## src/rtl/estimador_row_issue_acc.sv

```systemverilog
// ============================================================================
// estimador_row_issue_acc
// Issues one mvmult row call per request and saturating-accumulates its results
// Rev 1.0
// ============================================================================
`default_nettype none

module estimador_row_issue_acc #(
  parameter int W       = 21,
  parameter int TIMEOUT = 15
) (
  input  logic         ap_clk,
  input  logic         ap_rst_n,
  input  logic         req_valid,
  output logic         req_ready,
  input  logic [W-1:0] req_u,
  input  logic         clr,
  output logic         sub_start,
  input  logic         sub_ready,
  input  logic         sub_done,
  input  logic         sub_idle,
  output logic [W-1:0] sub_u,
  input  logic [W-1:0] sub_y0,
  input  logic [W-1:0] sub_y1,
  input  logic [W-1:0] sub_y2,
  input  logic         sub_y0_vld,
  input  logic         sub_y1_vld,
  input  logic         sub_y2_vld,
  output logic [W-1:0] x0,
  output logic [W-1:0] x1,
  output logic [W-1:0] x2,
  output logic         x_valid,
  output logic         busy,
  output logic         err
);

  typedef enum logic [2:0] {
    S_IDLE  = 3'd0,
    S_START = 3'd1,
    S_WAIT  = 3'd2,
    S_ACC   = 3'd3,
    S_PULSE = 3'd4
  } state_t;

  localparam int            CW      = $clog2(TIMEOUT + 1);
  localparam logic [CW-1:0] CNT_MAX = CW'(TIMEOUT);
  localparam logic [CW-1:0] CNT_ONE = CW'(1);

  state_t                state_q, state_d;
  logic [2:0][W-1:0]     x_q, x_d;
  logic [2:0][W-1:0]     cap_q, cap_d;
  logic [2:0]            flag_q, flag_d;
  logic [W-1:0]          sub_u_q, sub_u_d;
  logic                  err_q, err_d;
  logic [CW-1:0]         cnt_q, cnt_d;

  logic [2:0][W-1:0]     y_in;
  logic [2:0]            vld_in;
  logic [2:0]            flag_now;
  logic [CW-1:0]         cnt_inc;

  assign y_in     = {sub_y2, sub_y1, sub_y0};
  assign vld_in   = {sub_y2_vld, sub_y1_vld, sub_y0_vld};
  assign flag_now = flag_q | vld_in;
  assign cnt_inc  = cnt_q + CNT_ONE;

  // Sign-extend to W+1 bits; a carry that disagrees with the sign bit is overflow.
  function automatic logic [W-1:0] sat_add(input logic [W-1:0] a, input logic [W-1:0] b);
    logic [W:0] s;
    s = {a[W-1], a} + {b[W-1], b};
    if (s[W] != s[W-1])
      sat_add = s[W] ? {1'b1, {(W-1){1'b0}}} : {1'b0, {(W-1){1'b1}}};
    else
      sat_add = s[W-1:0];
  endfunction

  always_comb begin
    state_d = state_q;
    x_d     = x_q;
    cap_d   = cap_q;
    flag_d  = flag_q;
    sub_u_d = sub_u_q;
    err_d   = err_q;
    cnt_d   = cnt_q;
    case (state_q)
      S_IDLE: begin
        if (clr) begin
          x_d   = '0;
          err_d = 1'b0;
        end else if (req_valid && req_ready) begin
          sub_u_d = req_u;
          flag_d  = 3'b000;
          state_d = S_START;
        end
      end
      S_START: begin
        // ready takes priority; done without ready is a protocol violation
        if (sub_ready) begin
          cnt_d   = '0;
          state_d = S_WAIT;
        end else if (sub_done) begin
          err_d   = 1'b1;
          state_d = S_IDLE;
        end
      end
      S_WAIT: begin
        for (int k = 0; k < 3; k++) begin
          if (vld_in[k]) cap_d[k] = y_in[k];
        end
        flag_d = flag_now;
        cnt_d  = cnt_inc;
        if (sub_done) begin
          if (&flag_now) begin
            state_d = S_ACC;
          end else begin
            err_d   = 1'b1;
            state_d = S_IDLE;
          end
        end else if (cnt_inc == CNT_MAX) begin
          err_d   = 1'b1;
          state_d = S_IDLE;
        end
      end
      S_ACC: begin
        for (int k = 0; k < 3; k++) begin
          x_d[k] = sat_add(x_q[k], cap_q[k]);
        end
        state_d = S_PULSE;
      end
      S_PULSE: begin
        state_d = S_IDLE;
      end
      default: begin
        state_d = S_IDLE;
      end
    endcase
  end

  always_ff @(posedge ap_clk or negedge ap_rst_n) begin
    if (!ap_rst_n) begin
      state_q <= S_IDLE;
      x_q     <= '0;
      cap_q   <= '0;
      flag_q  <= 3'b000;
      sub_u_q <= '0;
      err_q   <= 1'b0;
      cnt_q   <= '0;
    end else begin
      state_q <= state_d;
      x_q     <= x_d;
      cap_q   <= cap_d;
      flag_q  <= flag_d;
      sub_u_q <= sub_u_d;
      err_q   <= err_d;
      cnt_q   <= cnt_d;
    end
  end

  assign req_ready = (state_q == S_IDLE) && !clr && sub_idle;
  assign sub_start = (state_q == S_START);
  assign x_valid   = (state_q == S_PULSE);
  assign busy      = (state_q != S_IDLE);
  assign sub_u     = sub_u_q;
  assign err       = err_q;
  assign x0        = x_q[0];
  assign x1        = x_q[1];
  assign x2        = x_q[2];

endmodule

`default_nettype wire
```

## config.mk

```make
export PLATFORM = sky130hd
export DESIGN_NAME = estimador_row_issue_acc
export DESIGN_NICKNAME = d
export VERILOG_FILES = /design/src/rtl/estimador_row_issue_acc.sv
export SDC_FILE = /design/constraint.sdc
export NUM_CORES = 1
export LEC_CHECK = 0
export ABC_AREA = 1
export BUFFER_PORTS_ARGS = -buffer_cell sky130_fd_sc_hd__buf_2
export CORE_ASPECT_RATIO = 0.6
export CORE_MARGIN = 2
export CORE_UTILIZATION = 35
export DETAILED_ROUTE_END_ITERATION = 10
export PLACE_DENSITY = 0.6
export SKIP_LAST_GASP = 1
export SYNTH_ARGS = -nofsm -noshare
export SYNTH_HDL_FRONTEND = slang
export SYNTH_SLANG_ARGS = --single-unit
```

## constraint.sdc

```tcl
create_clock -name ap_clk -period 5.9 [get_ports ap_clk]
set_input_delay 0.59 -clock ap_clk [delete_from_list [all_inputs] [get_ports ap_clk]]
set_output_delay 0.59 -clock ap_clk [all_outputs]
set_load 0.01 [all_outputs]
```

==> results.md, run 1 <==
- Commonest register cell after synthesis: sky130_fd_sc_hd__dfrtp_1
- DIE AREA: 31100 µm²
- Internal Power: 3.75 mW
- Final max-slew violation count: 0
- Max clock buf depth: 2
- Syn Nets: 1529
- #FFs+latches synth: 158
- Unique cell type count in the Yosys netlist: 42
- Standard-cell row count: 48
- Depth of the critical timing path with buffers and inverters included: 12
- Global-route wire length before repair: 47.5 mm
- Initial Util: 0.358
- Number of global-route vias before repair: 8907
- Slew at the pin closest to its max-slew limit: 1080 ps
- Number of fill cells: 3071
- Kind of end point of the critical path: flop
- Area of the core: 28900 µm²
- Net switching power: 3.49 mW
- Clock root buffer: sky130_fd_sc_hd__clkbuf_16
- Top cell by count, worst path: sky130_fd_sc_hd__nand2_1
- Sequential cell fraction of total power: 0.253
- Share of synthesized flip-flops with an asynchronous set or reset: 1.00
- Die Wd: 226 µm
- Worst Skew: 9.12 ps
- Mean Syn Cell Area: 7.61 µm²
- Overall track demand over capacity in global routing: 0.197
- Tcrit/Tclk final: 0.603
- Category of the worst setup path launch point: flop
- Combinational Power Share: 0.586
- Setup TNS: 0 ps
- Proportion of total power due to net switching: 0.482
- Final core utilization: 0.423
- Post-synth EDFFs: 0
- Number of levels in the clock H-tree: 4
- Chip Height: 137 µm
- Proportion of synthesized chip area in sequential cells: 0.381
- Worst-case reg-to-reg path depth: 12
- Routed wire length: 29.9 mm
- Slowest CP cell: sky130_fd_sc_hd__nand3_1
- Critical path start-end classification: flop to flop
- Clock sink total: 158
- Max IR drop VDD: 0.000237 V
- Number of buffers added for setup after CTS: 0
- Total inserted antenna cells: 0
- Largest net degree at the start of global routing: 77
- Cell count after synthesis: 1363
- Clock-pin slew reported for the worst setup and hold paths after clock tree synthesis: 70 ps
- Initial drt markers: 627
- Routed Antenna Nets: 0
- Required time of the critical path: 6230 ps
- Weighted congestion reported at the end of routability-driven placement: 0.932
- CTS tree: built
- Count of input and output buffers: 182
- Number of nets in the layout: 1703
- P&R area growth vs syn: 18.1%
- Count of instances resized after the clock tree is built: 0
- Crit path largest cell delay: 720 ps
- Worst path cell trace: ha_1 -> a21oi_1 -> o21ai_0 -> inv_1 -> nand2_1 -> nand2_1 -> nand4_1 -> and2_1 -> ha_1 -> nand3_1 -> nand3_1 -> nand2_1
- Initial antenna violation count: 0
- Ports: 183
- Critical path data arrival time: 3890 ps
- Number of synthesis warnings: 0
- Detailed placer's ending HPWL: 22.4 mm
- Layout cell share with drive strength beyond 1: 0.197
- Count of TritonRoute iterations in the first routing pass: 7
- Detail-routed net length per standard cell: 15.3 µm
- Count of final hold-check violations: 0
- Clock period minus worst slack: 3560 ps
- RSZ-0062 raised after global routing: false
- Cell area after synthesis: 10400 µm²
- Num CTS Buffers: 17
- Combined flip-flop and latch cell area: 3950 µm²
- Result of the run: finished clean
- Worst-Skew Late Latency: 450 ps
- Area of the multi-input gates: 5750 µm²
- CTS Hold Buffers Added: 0
- Worst path bufs/invs: 1
- Total via count in the routed design: 9551
- Family with the most delay on the worst path: simple AND/OR/NAND/NOR gates
- Clock share of power: 0.161
- Pleak: 6.66 nW
- Max-capacitance violation count: 0
- Hold Path Class: primary input to async pin
- Power per cell area: 592 nW/µm²
- Count of unresolved DRC violations after routing: 0
- Max transition margin: 0.280
- Max Clk Rate: 281 MHz
- CP max FO: 20
- Setup violation total in the final timing report: 0
- Number of vias per cell: 4.90
- Total gr overflow: 0
-- logic make-up (layout without fill, tap and decap cells) --
kind of cell | Yosys count | count (layout) | synth area share
AND/OR/NAND/NOR | 739 | 739 | 0.303
buffers and inverters | 161 | 346 | 0.0637
adder cells (fa/ha/maj) | 72 | 72 | 0.0891
AO/OA/AOI/OAI | 154 | 154 | 0.0812
XOR/XNOR | 18 | 18 | 0.0152
flip-flops | 158 | 158 | 0.381
multiplexers | 61 | 61 | 0.0663
-- routing by layer --
metal	wire length, µm	up-vias	global-route usage
met3	1920	18	0.0473
met2	12000	252	0.279
met1	15700	4454	0.300
met4	251	0	0.0402
met5	0	-	0
li1	-	4827	-
-- placed cells by master, fill, tap and decap left out, drive strengths merged, types with 9 or more instances in the layout --
cell type and n:
dfrtp 158, o21ai 45, buf 187, xnor2 12
nor2 81, nand3 140, ha 69, or2 13
nand4 27, mux2 61, and2 9, o21bai 13
a21oi 81, inv 128, clkbuf 20, nand2 457
-- sequential cells by signal (all words and copies together) (netlist names) --
| name | flops |
|---|---|
| x0 | 21 |
| x2 | 21 |
| x1 | 21 |
| cnt_q | 4 |
| err | 1 |
| sub_u | 21 |
| state_q | 3 |
| cap_q | 63 |
| flag_q | 3 |
-- cell type report --
cell class / count / area share
flip-flops and latches: 158 / 0.323
clock inverters: 10 / 0.0113
multi-input cells: 1044 / 0.470
clock buffers: 20 / 0.0373
inverters: 129 / 0.0396
well taps: 400 / 0.0409
repair buffers: 187 / 0.0780
-- stage by stage --
stage,worst slack [ps],total power [mW],cell area (µm²),hold slack [ps],cells
finish,2340,7.24,12200,184,1948
floorplan,3070,4.97,10400,294,1363
CTS,2360,7.29,12200,197,1948
detailed placement,2390,6.08,11600,461,1918
global route,2010,7.95,12200,238,1948
global placement,2460,6.03,11600,457,1918
-- final timing paths --
kind	slack [ps]	startpoint	endpoint
worst max-delay path	2340	x0[10]	x0[19]
worst min-delay path	180	ap_rst_n	cap_q[30]
worst max register to register	2340	x0[10]	x0[19]
worst min register to register	480	sub_u[6]	sub_u[6]
max in group asynchronous	4590	ap_rst_n	cap_q[1]
min in group ap_clk	330	req_u[6]	sub_u[6]
-- synthesized netlist by cell type (3+ instances only) --
| master | number | area, µm² |
|---|---|---|
| sky130_fd_sc_hd__xor2_1 | 6 | 52.6 |
| sky130_fd_sc_hd__nand2_2 | 8 | 50.1 |
| sky130_fd_sc_hd__nand3_1 | 139 | 696 |
| sky130_fd_sc_hd__buf_6 | 3 | 33.8 |
| sky130_fd_sc_hd__xnor2_1 | 12 | 105 |
| sky130_fd_sc_hd__a21o_1 | 7 | 52.6 |
| sky130_fd_sc_hd__o21bai_1 | 13 | 97.6 |
| sky130_fd_sc_hd__buf_4 | 6 | 45.0 |
| sky130_fd_sc_hd__mux2_2 | 61 | 687 |
| sky130_fd_sc_hd__o21ai_1 | 3 | 15.0 |
| sky130_fd_sc_hd__ha_1 | 69 | 863 |
| sky130_fd_sc_hd__nand2_1 | 448 | 1680 |
| sky130_fd_sc_hd__and2_1 | 9 | 56.3 |
| sky130_fd_sc_hd__nor2_2 | 3 | 18.8 |
| sky130_fd_sc_hd__inv_1 | 125 | 469 |
| sky130_fd_sc_hd__buf_2 | 9 | 45.0 |
| sky130_fd_sc_hd__o21ai_0 | 42 | 210 |
| sky130_fd_sc_hd__nor2_1 | 78 | 293 |
| sky130_fd_sc_hd__clkbuf_1 | 14 | 52.6 |
| sky130_fd_sc_hd__nor3_1 | 7 | 35.0 |
| sky130_fd_sc_hd__fa_1 | 3 | 60.1 |
| sky130_fd_sc_hd__a21oi_1 | 80 | 400 |
| sky130_fd_sc_hd__nand4_1 | 26 | 163 |
| sky130_fd_sc_hd__dfrtp_1 | 158 | 3950 |
| sky130_fd_sc_hd__or2_2 | 11 | 68.8 |
-- power groups by stage --
| stage | Combinational, mW | Clock (mW) | Sequential (mW) |
|---|---|---|---|
| floorplan | 3.11 | 0 | 1.86 |
| CTS | 4.25 | 1.20 | 1.83 |
| global placement | 4.20 | 0 | 1.83 |
| detailed placement | 4.23 | 0 | 1.85 |
| finish | 4.25 | 1.16 | 1.83 |
| global route | 4.82 | 1.24 | 1.89 |
-- worst reg2reg max path: stages (launching register included) --
cell and delay (ps):
sky130_fd_sc_hd__dfrtp_1 410, sky130_fd_sc_hd__ha_1 370, sky130_fd_sc_hd__a21oi_1 360, sky130_fd_sc_hd__o21ai_0 200
sky130_fd_sc_hd__inv_1 80, sky130_fd_sc_hd__nand2_1 80, sky130_fd_sc_hd__nand2_1 100, sky130_fd_sc_hd__nand4_1 100
sky130_fd_sc_hd__and2_1 200, sky130_fd_sc_hd__ha_1 420, sky130_fd_sc_hd__nand3_1 720, sky130_fd_sc_hd__nand3_1 330
sky130_fd_sc_hd__nand2_1 80
No activity file was read; power rests on OpenSTA's default activity.
==> inputs of run 2 (changes only) <==
==> constraint.sdc (replaced) <==
create_clock -name ap_clk -period 3.7 [get_ports ap_clk]
set_input_delay 0.37 -clock ap_clk [delete_from_list [all_inputs] [get_ports ap_clk]]
set_output_delay 0.37 -clock ap_clk [all_outputs]
set_load 0.01 [all_outputs]
==> run 2 against run 1 <==
The flow now finishes with violations (hold timing). Power up 61%. Largest power group unchanged. Clock power up 56%. Critical path type unchanged. Final area up 0.85%. Register-to-register slack worse by 1900 ps.
==> results.md, run 2 (synthesis results as in run 1) <==
- Result of the run: complete, but fails checks (was finished clean)
- Failing checks: hold timing
- Number of buffers added for setup after CTS: 0 (unchanged)
- Max transition margin: 0.331 (was 0.280)
- Count of unresolved DRC violations after routing: 0 (unchanged)
- Count of TritonRoute iterations in the first routing pass: 5 (was 7)
- Power per cell area: 945 nW/µm² (was 592 nW/µm²)
- Count of instances resized after the clock tree is built: 0 (unchanged)
- Setup TNS: 0 ps (unchanged)
- Layout cell share with drive strength beyond 1: 0.203 (was 0.197)
- Initial Util: 0.358 (unchanged)
- CTS Hold Buffers Added: 0 (unchanged)
- CP max FO: 9 (was 20)
- Category of the worst setup path launch point: flop (unchanged)
- Total design power: 11.7 mW (was 7.24 mW)
- P&R area growth vs syn: 19.1% (was 18.1%)
- Die Wd: 226 µm (unchanged)
- Max clock buf depth: 2 (unchanged)
- Total via count in the routed design: 9687 (was 9551)
- Worst Skew: 11.3 ps (was 9.12 ps)
- Critical path start-end classification: flop to flop (unchanged)
- Detailed placer's ending HPWL: 22.8 mm (was 22.4 mm)
- Count of input and output buffers: 182 (unchanged)
- Count of final hold-check violations: 23 (was 0)
- Initial antenna violation count: 1 (was 0)
- Number of flip-flops in the largest register: 63 (unchanged)
- Max Clk Rate: 305 MHz (was 281 MHz)
- Slew at the pin closest to its max-slew limit: 1000 ps (was 1080 ps)
- Overall track demand over capacity in global routing: 0.198 (was 0.197)
- Leading cell type in the layout, fill and taps excluded: sky130_fd_sc_hd__nand2_1 (unchanged)
- Num CTS Buffers: 17 (unchanged)
- Routed wire length: 30.0 mm (was 29.9 mm)
- Clock root buffer: sky130_fd_sc_hd__clkbuf_16 (unchanged)
- Kind of end point of the critical path: flop (unchanged)
- Pleak: 6.73 nW (was 6.66 nW)
- Number of vias per cell: 4.93 (was 4.90)
- Clock sink total: 158 (unchanged)
- Routed Antenna Nets: 0 (unchanged)
- Hold Path Class: primary input to async pin (unchanged)
- Clock period minus worst slack: 3280 ps (was 3560 ps)
- Max IR drop VDD: 0.000368 V (was 0.000237 V)
- Max-capacitance violation count: 0 (unchanged)
- Commonest non-fill, non-tap cells in the layout: sky130_fd_sc_hd__nand2_1 (448), sky130_fd_sc_hd__buf_2 (181), sky130_fd_sc_hd__dfrtp_1 (158), sky130_fd_sc_hd__nand3_1 (139), sky130_fd_sc_hd__inv_1 (125) (unchanged)
- Chip Height: 137 µm (unchanged)
- Standard-cell row count: 48 (unchanged)
- Min Hold Slack: -18.3 ps (was 184 ps)
- Initial drt markers: 675 (was 627)
- Required time of the critical path: 4020 ps (was 6230 ps)
- Weighted congestion reported at the end of routability-driven placement: 0.953 (was 0.932)
- Number of levels in the clock H-tree: 4 (unchanged)
- DIE AREA: 31100 µm² (unchanged)
- Number of nets in the layout: 1716 (was 1703)
- Clock-pin slew reported for the worst setup and hold paths after clock tree synthesis: 70 ps (about the same)
- Final max-slew violation count: 0 (unchanged)
- Number of global-route vias before repair: 9034 (was 8907)
- Largest net degree at the start of global routing: 79 (was 77)
- Detail-routed net length per standard cell: 15.3 µm (about the same)
- RSZ-0062 raised after global routing: false (unchanged)
- Most flop-heavy register: cap_q (unchanged)
- Global-route wire length before repair: 48.0 mm (was 47.5 mm)
- Tcrit/Tclk final: 0.886 (was 0.603)
- Setup violation total in the final timing report: 0 (unchanged)
- Worst-Skew Late Latency: 440 ps (was 450 ps)
- CTS tree: built (unchanged)
- Ports: 183 (unchanged)
- Area of the core: 28900 µm² (unchanged)
- Total gr overflow: 0 (unchanged)
- Final core utilization: 0.426 (was 0.423)
- Critical path data arrival time: 3600 ps (was 3890 ps)
run 2: final timing paths:
path	startpoint	to	slack, ps	cells after the start
max	x0[10]	x0[14]	420	16
max reg2reg	x0[10]	x0[14]	420	16
max in group asynchronous	ap_rst_n	x2[11]	2920	2
min reg2reg	sub_u[15]	sub_u[15]	480	2
min in group ap_clk	req_u[8]	sub_u[8]	130	3
min	ap_rst_n	cap_q[32]	-20	1
run 2: cell type report:
class	count	area (µm²)
timing repair buffer	200	1060
antenna	1	2.50
sequential	158	3950
clock buffer	24	482
clock inverter	8	105
inverter	129	484
fill	3041	16600
tap	400	500
multi-input combinational	1044	5750
run 2: worst max-delay path: stages (launching register included):
cell and delay [ps]:
sky130_fd_sc_hd__dfrtp_1 400, sky130_fd_sc_hd__ha_1 370, sky130_fd_sc_hd__a21oi_1 80, sky130_fd_sc_hd__buf_4 160
sky130_fd_sc_hd__o21ai_0 360, sky130_fd_sc_hd__inv_1 70, sky130_fd_sc_hd__nand2_1 160, sky130_fd_sc_hd__nand2_1 90
sky130_fd_sc_hd__nand3_1 70, sky130_fd_sc_hd__nand2_1 60, sky130_fd_sc_hd__and2_1 160, sky130_fd_sc_hd__ha_1 380
sky130_fd_sc_hd__inv_1 330, sky130_fd_sc_hd__buf_4 250, sky130_fd_sc_hd__nand3_1 90, sky130_fd_sc_hd__nand3_1 80
sky130_fd_sc_hd__nand2_1 70
run 2: report_power, final:
part	switching (mW)	internal [mW]	total, mW
Clock	0.761	1.05	1.81
Combinational	4.35	2.59	6.93
Sequential	0.482	2.44	2.92
run 2: metrics by stage:
| step | cells | setup slack [ps] | instance area (µm²) | hold slack, ps |
|---|---|---|---|---|
| 2_1_floorplan | 1363 | 874 | 10400 | 74.4 |
| 3_3_place_gp | 1931 | 595 | 11800 | 457 |
| 3_5_place_dp | 1931 | 531 | 11800 | 464 |
| 4_1_cts | 1963 | 518 | 12300 | 6.84 |
| 5_1_grt | 1964 | 199 | 12300 | 44.3 |
| 6_report | 1964 | 420 | 12300 | -18.3 |
run 2: metal layers:
| layer | vias up | global-route usage | share of wire |
|---|---|---|---|
| met4 | 0 | 0.0537 | 0.012 |
| met1 | 4565 | 0.303 | 0.52 |
| met5 | - | 0 | 0 |
| met3 | 21 | 0.0363 | 0.060 |
| met2 | 246 | 0.281 | 0.41 |
| li1 | 4855 | - | - |
==> inputs of run 3 (changes only) <==
==> constraint.sdc (replaced) <==
create_clock -name ap_clk -period 3.2 [get_ports ap_clk]
set_input_delay 0.32 -clock ap_clk [delete_from_list [all_inputs] [get_ports ap_clk]]
set_output_delay 0.32 -clock ap_clk [all_outputs]
set_load 0.01 [all_outputs]
==> run 3 against run 2 <==
The run now ends clean. Flip-flop and latch count stayed put. Fmax is 10% higher. Wire length is 0.90% lower. Worst setup slack worse by 200 ps. Final area is 0.48% higher. Clock skew is 4.8 ps lower. Largest cell class unchanged. Combinational power is 17% higher. Critical path type unchanged. Sequential share of layout area is 0.15 points lower. Die area stayed put. Highest routed layer unchanged. Clock power is 14% higher. Critical endpoint is now x1[12]. First-iteration DRC count is 21% higher.
==> results.md, run 3 (synthesis results as in run 1) <==
- Global-route wire length before repair: 48.1 mm (was 48.0 mm)
- CTS tree: built (unchanged)
- Detail-routed net length per standard cell: 15.1 µm (was 15.3 µm)
- CP max FO: 10 (was 9)
- Hold_sp: req_u[3]
- Worst Skew: 6.51 ps (was 11.3 ps)
- Crit path largest cell delay: 420 ps (was 400 ps)
- Detailed placer's ending HPWL: 22.7 mm (was 22.8 mm)
- Top cell by count, worst path: sky130_fd_sc_hd__nand2_1 (unchanged)
- Commonest non-fill, non-tap cells in the layout: sky130_fd_sc_hd__nand2_1 (448), sky130_fd_sc_hd__buf_2 (181), sky130_fd_sc_hd__dfrtp_1 (158), sky130_fd_sc_hd__nand3_1 (139), sky130_fd_sc_hd__inv_1 (125) (unchanged)
- Max transition margin: 0.501 (was 0.331)
- Num CTS Buffers: 17 (unchanged)
- Max Clk Rate: 336 MHz (was 305 MHz)
- Max clock buf depth: 2 (unchanged)
- Routed Antenna Nets: 0 (unchanged)
- Count of unresolved DRC violations after routing: 0 (unchanged)
- Overall track demand over capacity in global routing: 0.198 (about the same)
- Clock sink total: 158 (unchanged)
- Category of the worst setup path launch point: flop (unchanged)
- Initial antenna violation count: 0 (was 1)
- Final max-slew violation count: 0 (unchanged)
- Total inserted antenna cells: 0 (was 1)
- Slew at the pin closest to its max-slew limit: 748 ps (was 1000 ps)
- Total design power: 13.5 mW (was 11.7 mW)
- Initial Util: 0.358 (unchanged)
- Most flop-heavy register: cap_q (unchanged)
- Slowest CP cell: sky130_fd_sc_hd__ha_1 (was sky130_fd_sc_hd__dfrtp_1)
- Power per cell area: 1090 nW/µm² (was 945 nW/µm²)
- Layout cell share with drive strength beyond 1: 0.208 (was 0.203)
- Total gr overflow: 0 (unchanged)
- Critical path start-end classification: flop to flop (unchanged)
- Required time of the critical path: 3530 ps (was 4020 ps)
- Clock period minus worst slack: 2980 ps (was 3280 ps)
- Number of flip-flops in the largest register: 63 (unchanged)
- Number of levels in the clock H-tree: 4 (unchanged)
- Largest net degree at the start of global routing: 65 (was 79)
- Number of fill cells: 3066 (was 3041)
- Start point of the critical path: x1[5] (was x0[10])
- Initial drt markers: 819 (was 675)
- Standard-cell row count: 48 (unchanged)
- Result of the run: finished clean (was complete, but fails checks)
- Area of the core: 28900 µm² (unchanged)
- Max IR drop VDD: 0.000515 V (was 0.000368 V)
- Setup violation total in the final timing report: 0 (unchanged)
- Number of nets in the layout: 1723 (was 1716)
- Kind of end point of the critical path: flop (unchanged)
- Count of TritonRoute iterations in the first routing pass: 6 (was 5)
- RR Startpoint: x1[5] (was x0[10])
- Max-capacitance violation count: 0 (unchanged)
- Weighted congestion reported at the end of routability-driven placement: 0.937 (was 0.953)
- Setup TNS: 0 ps (unchanged)
- Ports: 183 (unchanged)
- Worst path bufs/invs: 2 (was 4)
- Total via count in the routed design: 9646 (was 9687)
- Clock root buffer: sky130_fd_sc_hd__clkbuf_16 (unchanged)
- Tcrit/Tclk final: 0.930 (was 0.886)
- Chip Height: 137 µm (unchanged)
- Min Hold Slack: 60.7 ps (was -18.3 ps)
- Pleak: 6.77 nW (was 6.73 nW)
- Worst path cell trace: ha_1 -> a21oi_1 -> o21ai_0 -> nand2_1 -> nand2_1 -> nand2_1 -> nand3_1 -> nand3_1 -> nand2_1 -> xor2_1 -> ha_1 -> inv_1 -> buf_4 -> nand3_1 -> nand3_1 -> nand2_1 (was ha_1 -> a21oi_1 -> buf_4 -> o21ai_0 -> inv_1 -> nand2_1 -> nand2_1 -> nand3_1 -> nand2_1 -> and2_1 -> ha_1 -> inv_1 -> buf_4 -> nand3_1 -> nand3_1 -> nand2_1)
- Number of global-route vias before repair: 9016 (was 9034)
- RSZ-0062 raised after global routing: false (unchanged)
- Worst-Skew Late Latency: 450 ps (was 440 ps)
- Count of final hold-check violations: 0 (was 23)
- Hold Path Class: primary input to flop (was primary input to async pin)
- Die Wd: 226 µm (unchanged)
- Critical path data arrival time: 3310 ps (was 3600 ps)
- Family with the most delay on the worst path: adder cells (was buffers and inverters)
- Count of input and output buffers: 182 (unchanged)
- Number of vias per cell: 4.90 (was 4.93)
- DIE AREA: 31100 µm² (unchanged)
- Leading cell type in the layout, fill and taps excluded: sky130_fd_sc_hd__nand2_1 (unchanged)
- P&R area growth vs syn: 19.6% (was 19.1%)
- Routed wire length: 29.8 mm (was 30.0 mm)
- Clock-pin slew reported for the worst setup and hold paths after clock tree synthesis: 70 ps (about the same)
- Final core utilization: 0.428 (was 0.426)
==> run 3: path summary, 6_finish.rpt <==
check	to	slack, ps	cells past startpoint
hold / removal	sub_u[3]	60	3
hold reg to reg	sub_u[20]	480	2
min in group asynchronous	cap_q[31]	430	2
setup / recovery	x1[12]	220	16
max in group asynchronous	cap_q[6]	1850	3
setup reg to reg	x1[12]	220	16
==> run 3: per-stage QoR <==
step	cell area, µm²	cells	setup WS [ps]
after floorplan	10400	1363	374
after global placement	11800	1936	344
after detailed placement	11800	1936	287
after CTS	12400	1969	238
after global routing	12400	1970	6.87
final	12400	1970	224
==> run 3: routing by layer <==
metal | track usage | up-vias | part of all wire
met3 | 0.0431 | 21 | 0.060
met1 | 0.305 | 4531 | 0.53
li1 | - | 4869 | -
met2 | 0.277 | 225 | 0.40
met4 | 0.0446 | 0 | 0.0099
met5 | 0 | - | 0
==> run 3: tightest hold or removal path: stages <==
cell and delay, ps:
sky130_fd_sc_hd__buf_2 70, sky130_fd_sc_hd__nand2_1 40, sky130_fd_sc_hd__nand2_1 40
==> run 3: power breakdown <==
group / leakage [nW] / internal [mW] / total (mW) / switching (mW)
clock: 0.279 / 1.18 / 2.06 / 0.878
combinational: 4.48 / 3.09 / 8.10 / 5.01
sequential: 2.01 / 2.82 / 3.38 / 0.554
==> run 3: area by class of cell <==
cell class	instances	area (µm²)	share of cell area
Clock inverter	11	116	0.00938
Tap cell	400	500	0.0404
Multi-Input combinational cell	1044	5760	0.464
Clock buffer	21	460	0.0371
Timing Repair Buffer	207	1130	0.0913
Sequential cell	158	3950	0.319
Inverter	129	484	0.0390
==> run 3: repair_timing <==
| action | in CTS | in global routing |
|---|---|---|
| hold endpoints to repair | 61 | 0 |
| buffers inserted | 0 | 1 |
| endpoints found under the setup margin | 0 | 2 |
| gates resized for setup | 0 | 1 |
| hold buffers | 1 | 0 |
